===== src/rtl/filt_decim_avg_pkg.sv =====
// Shared defaults and output-FSM encoding for the decimating averager.
package filt_decim_avg_pkg;
  localparam int NB_DATA_DEF = 8;

  typedef enum logic {
    EMPTY = 1'b0,
    FULL  = 1'b1
  } ostate_t;
endpackage


===== src/rtl/filt_decim_avg_acc_dump_core.sv =====
// Accumulate-and-dump core: sums 2^DEC_LOG2 enabled samples, strobes dump with the floored mean.
import filt_decim_avg_pkg::*;

module acc_dump_core #(
  parameter int NB_DATA  = NB_DATA_DEF,
  parameter int DEC_LOG2 = 2
) (
  input  logic               clock,
  input  logic               rst_n,
  input  logic [NB_DATA-1:0] y,
  input  logic               en,
  output logic               dump,
  output logic [NB_DATA-1:0] result
);
  localparam int AW = NB_DATA + DEC_LOG2;

  logic [AW-1:0]       acc;
  logic [AW-1:0]       sum;
  logic [DEC_LOG2-1:0] cnt;

  // Two's-complement add is sign-agnostic once y is sign-extended.
  assign sum  = acc + {{DEC_LOG2{y[NB_DATA-1]}}, y};
  assign dump = en && (cnt == '1);
  // Dropping the low DEC_LOG2 bits is an arithmetic shift (floor divide).
  assign result = sum[AW-1:DEC_LOG2];

  always_ff @(posedge clock or negedge rst_n) begin
    if (!rst_n) begin
      acc <= '0;
      cnt <= '0;
    end else if (en) begin
      cnt <= cnt + 1'b1;  // wraps to 0 on the dump edge
      acc <= dump ? '0 : sum;
    end
  end
endmodule


===== src/rtl/filt_decim_avg.sv =====
// Decimate-by-2^DEC_LOG2 averager with a one-deep valid/ready output and sticky overrun.
import filt_decim_avg_pkg::*;

module filt_decim_avg #(
  parameter int NB_DATA  = NB_DATA_DEF,
  parameter int DEC_LOG2 = 2
) (
  input  logic               clock,
  input  logic               i_rst_n,
  input  logic [NB_DATA-1:0] i_y,
  input  logic               i_en,
  input  logic               i_ready,
  output logic [NB_DATA-1:0] o_data,
  output logic               o_valid,
  output logic               o_overrun
);
  logic               dump;
  logic [NB_DATA-1:0] result;
  ostate_t            state, state_nxt;
  logic [NB_DATA-1:0] data_q, data_nxt;
  logic               ovr_q, ovr_nxt;

  acc_dump_core #(
    .NB_DATA (NB_DATA),
    .DEC_LOG2(DEC_LOG2)
  ) u_core (
    .clock (clock),
    .rst_n (i_rst_n),
    .y     (i_y),
    .en    (i_en),
    .dump  (dump),
    .result(result)
  );

  always_ff @(posedge clock or negedge i_rst_n) begin
    if (!i_rst_n) begin
      state  <= EMPTY;
      data_q <= '0;
      ovr_q  <= 1'b0;
    end else begin
      state  <= state_nxt;
      data_q <= data_nxt;
      ovr_q  <= ovr_nxt;
    end
  end

  // The filter is never stalled: a dump that finds the slot occupied is dropped.
  always_comb begin
    state_nxt = state;
    data_nxt  = data_q;
    ovr_nxt   = ovr_q;
    case (state)
      EMPTY: begin
        if (dump) begin
          state_nxt = FULL;
          data_nxt  = result;
        end
      end
      FULL: begin
        if (i_ready) begin
          if (dump) data_nxt  = result;
          else      state_nxt = EMPTY;
        end else if (dump) begin
          ovr_nxt = 1'b1;
        end
      end
    endcase
  end

  assign o_data    = data_q;
  assign o_valid   = (state == FULL);
  assign o_overrun = ovr_q;
endmodule


===== config.mk =====
export PLATFORM = sky130hd
export DESIGN_NAME = filt_decim_avg
export DESIGN_NICKNAME = d
export VERILOG_FILES = /design/src/rtl/filt_decim_avg_pkg.sv /design/src/rtl/filt_decim_avg_acc_dump_core.sv /design/src/rtl/filt_decim_avg.sv
export SDC_FILE = /design/constraint.sdc
export NUM_CORES = 1
export LEC_CHECK = 0
export ABC_AREA = 1
export CAP_MARGIN = 20
export CORE_MARGIN = 4
export CORE_UTILIZATION = 48
export DETAILED_ROUTE_END_ITERATION = 8
export GPL_TIMING_DRIVEN = 0
export PLACE_DENSITY = 0.73
export SYNTH_ARGS = -nofsm -noshare
export SYNTH_HDL_FRONTEND = slang
export SYNTH_HIERARCHICAL = 1
export SYNTH_SLANG_ARGS = --single-unit

===== constraint.sdc =====
create_clock -name clock -period 1.6 [get_ports clock]
set_input_delay 0.32 -clock clock [delete_from_list [all_inputs] [get_ports clock]]
set_output_delay 0.32 -clock clock [all_outputs]
set_load 0.01 [all_outputs]

==> summary.md <==
| Metric | Value |
|---|---|
| Outcome | `finished, violations left` |
| Failing checks | `negative setup slack` |
| Worst Max-Slew Pin Slew | `513 ps` |
| CTS Buf Count | `3` |
| Cell taking the most area after synthesis | `dfrtp_1` |
| Antenna violation net count after detailed routing | `0` |
| Area growth, synth to finish | `39.3%` |
| Dominant cells by area after synthesis | `dfrtp_1 (38%), nand2_1 (15%), ha_1 (8.7%), nand3_2 (5.6%), inv_1 (4.2%)` |
| Root Buffer | `clkbuf_4` |
| Final worst-path cycle share | `1.05` |
| Die area | `0.00392 mm^2` |
| LEAKAGE | `1.01 nW` |
| Worst path arrival time | `1880 ps` |
| Sum Neg Setup Slack | `-142 ps` |
| Core box area | `around 0.0028 mm^2` |
| Placed insts | `about 220` |
| Synth Instances | `170` |
| Setup ws final | `-72.4 ps` |
| DR WL/cell | `13.7 um` |
| Detailed Place HPWL | `2230 um` |
| Setup violations, final | `3` |
| Type of the most critical hold path | `primary input to asynchronous set/reset pin` |
| Hold Fails Final Rpt | `0` |
| # diodes | `0` |
| Max VDD drop | `1240 uV` |
| Worst-path cell with the longest stage delay | `dfrtp_1` |
| Clock Path Buffers | `2` |
| DRT iter0 DRCs | `44` |
| Clock period minus worst slack | `approximately 1700 ps` |
| Initial Utilization | `0.510` |
| Initial antenna violation count | `0` |
| Simple-gate share of the synthesized area | `0.347` |
| Max-slew violations | `0` |
| FF-to-FF Start | `u_core/acc[0]$_DFFE_PN0P_` |
| Clk_lat worst skew | `300 ps` |
| CTS sink count | `22` |
| Synth Flop Type | `dfrtp_1` |
| CTS tree | `done` |
| Clk slew on worst S/H paths | `120 ps` |
| Die W | `between 60 and 70 um` |
| RePlAce Congestion | `0.816` |
| CP dominant cell by count | `nand3_2` |
| R2R cell count | `9` |
| Critical Path Source Type | `flop` |
| Fill cells | `228` |
| First-pass GRT wire length | `between 5000 and 6000 um` |
| Relative slew slack | `0.657` |
| Mux share of post-synthesis cell area | `0` |
| Die Y | `62.6 um` |
| Number of vias per cell | `5.26` |
| Critical path's largest stage delay | `roughly 430 ps` |
| Critical-path cell list | `ha_4, fa_2, nand3_2, nand2_4, nand2_2, nand3b_1, and2_4, nand3_2, nand2_1` |
| Vias in the first global route | `1,267` |
| Achievable Freq | `0.598 GHz` |
| NumNets Final | `224` |
| Compound-Gate Fraction of Synth Area | `0.0604` |
| Post-route DRC | `0` |
| GRT overflow | `0` |
| Post-synth top area share | `0.385` |
| XOR/XNOR share of the synthesized area | `0.0306` |
| Post-Synth Adder-Cell Area | `0.101` |
| Non-filler cells, final | `231` |
| Synth Register Bits | `22` |
| Worst Setup SP | `u_core/acc[0]$_DFFE_PN0P_` |
| YS warnings | `6` |
| Syn Std Cell Area | `0.00143 mm^2` |
| Initial DRT Pass Iterations | `4` |
| Final wirelength | `roughly 3200 um` |
| Tot GR Track Use | `0.172` |
| Maxcap violations | `0` |
| Crit-path max FO | `3` |
| WP data required | `1810 ps` |
| Power per cell area | `about 1900 mW/mm^2` |
| Seq/Total Area, Yosys | `0.385` |
| Buffers on Ports | `21` |
| H-tree depth | `1` |
| CP endpoint kind | `flop` |
| Hold_buf cts | `0` |
| Async SR Flop Fraction | `1.00` |
| Largest net degree at the start of global routing | `23` |
| Largest family of logic cells by synthesized area | `simple AND/OR/NAND/NOR gates` |
| Post-synth EDFFs | `0` |
| Reg2reg setup slack | `-70 ps` |
| Most frequent cell after synthesis | `nand2_1` |
| Top Ports | `22` |
| Synthesized Nets | `just under 200` |
| Netlist cell types | `29` |
| Most frequent cells after synthesis | `nand2_1 (59), dfrtp_1 (22), inv_1 (16)` |
| FP Rows | `19` |
| Worst Skew | `between 1.5 and 2 ps` |
| Proportion of layout cells with a drive suffix above 1 | `0.335` |
| Crit Path Class | `flop to flop` |
| RSZ-0062 raised after global routing | `true` |
| Vias | `1,214` |
| Avg Cell Area, Syn | `approximately 8.4 um^2` |
-- through the flow --
step | total power [mW] | area (um^2) | worst slack (ps) | utilization | hold slack (ps)
floorplan | 2.31 | 1460 | -3.17 | - | 24.4
global placement | 2.80 | 1710 | -490 | 0.608 | 455
detailed placement | 2.87 | 1710 | -502 | 0.608 | 462
CTS | 3.48 | 1860 | -43.1 | 0.661 | 493
global route | 4.03 | 1990 | -155 | 0.710 | 356
finish | 3.71 | 1990 | -72.4 | 0.710 | 340
-- worst max-delay path: cells and delay by family (launching register included) --
family / cells / cell delay, ps
fa+ha+maj: 2 / 520
flops: 1 / 430
simple gates: 7 / 630
-- per-layer routing --
layer	part of all wire	GRT usage	vias to the layer above
li1	-	-	606
met1	0.42	0.198	576
met2	0.52	0.312	26
met3	0.037	0.0468	6
met4	0.016	0.0468	0
met5	0	0	-
-- final timing paths --
| path | endpoint |
|---|---|
| max in group asynchronous | o_data[0]$_DFFE_PN0P_ |
| min reg2reg | u_core/cnt[0]$_DFFE_PN0P_ |
| min | u_core/acc[6]$_DFFE_PN0P_ |
| min in group clock | u_core/cnt[0]$_DFFE_PN0P_ |
| max reg2reg | o_data[4]$_DFFE_PN0P_ |
| max | o_data[4]$_DFFE_PN0P_ |
-- timing repair --
item	in CTS	in global routing
pin swaps	8	14
endpoints found under the hold margin	0	0
setup buffers	3	1
endpoints found under the setup margin	12	13
resized for setup	22	23
-- logic make-up (layout without fill, tap and decap cells) --
group / after synthesis / in the layout
simple gates: 98 / 98
flops: 22 / 22
buf+inv: 22 / 52
compound gates: 12 / 12
fa+ha+maj: 11 / 11
xor+xnor: 5 / 5
-- sequential cells by signal, summed over array words and instances (netlist names) --
register,count
o_data,8
u_core/cnt,2
o_overrun,1
o_valid,1
u_core/acc,10
-- power by group --
| part | total [mW] | leakage, nW | internal [mW] | switching (mW) |
|---|---|---|---|---|
| registers | 1.03 | 0.274 | 0.819 | 0.206 |
| clock network | 0.305 | 0.0210 | 0.139 | 0.167 |
| logic | 2.38 | 0.714 | 1.17 | 1.20 |
-- area by class of cell --
type / count / area, um^2 / share of cell area
buffer: 3 / 36.3 / 0.0182
clock buffer: 4 / 36.3 / 0.0182
timing repair buffer: 26 / 263 / 0.132
multi-input combinational: 126 / 996 / 0.500
tap: 31 / 38.8 / 0.0195
inverter: 19 / 71.3 / 0.0358
sequential: 22 / 551 / 0.276
-- cell usage in the layout (no fill, tap or decap), types with 2 or more instances in the layout --
cell type / count
nand2_1: 47
dfrtp_1: 22
inv_1: 16
clkdlybuf4s50_1: 12
nand2_2: 12
nand3_2: 11
ha_4: 9
nand3_1: 6
dlymetal6s2s_1: 5
nand2_4: 4
dlygate4sd2_1: 4
buf_4: 4
a21oi_2: 4
nor2_4: 4
and2_4: 4
clkbuf_4: 3
nor2_1: 3
nand3b_1: 3
xor2_1: 3
a22o_1: 3
inv_2: 2
o21ai_0: 2
Power figures use the tool's default switching activity.
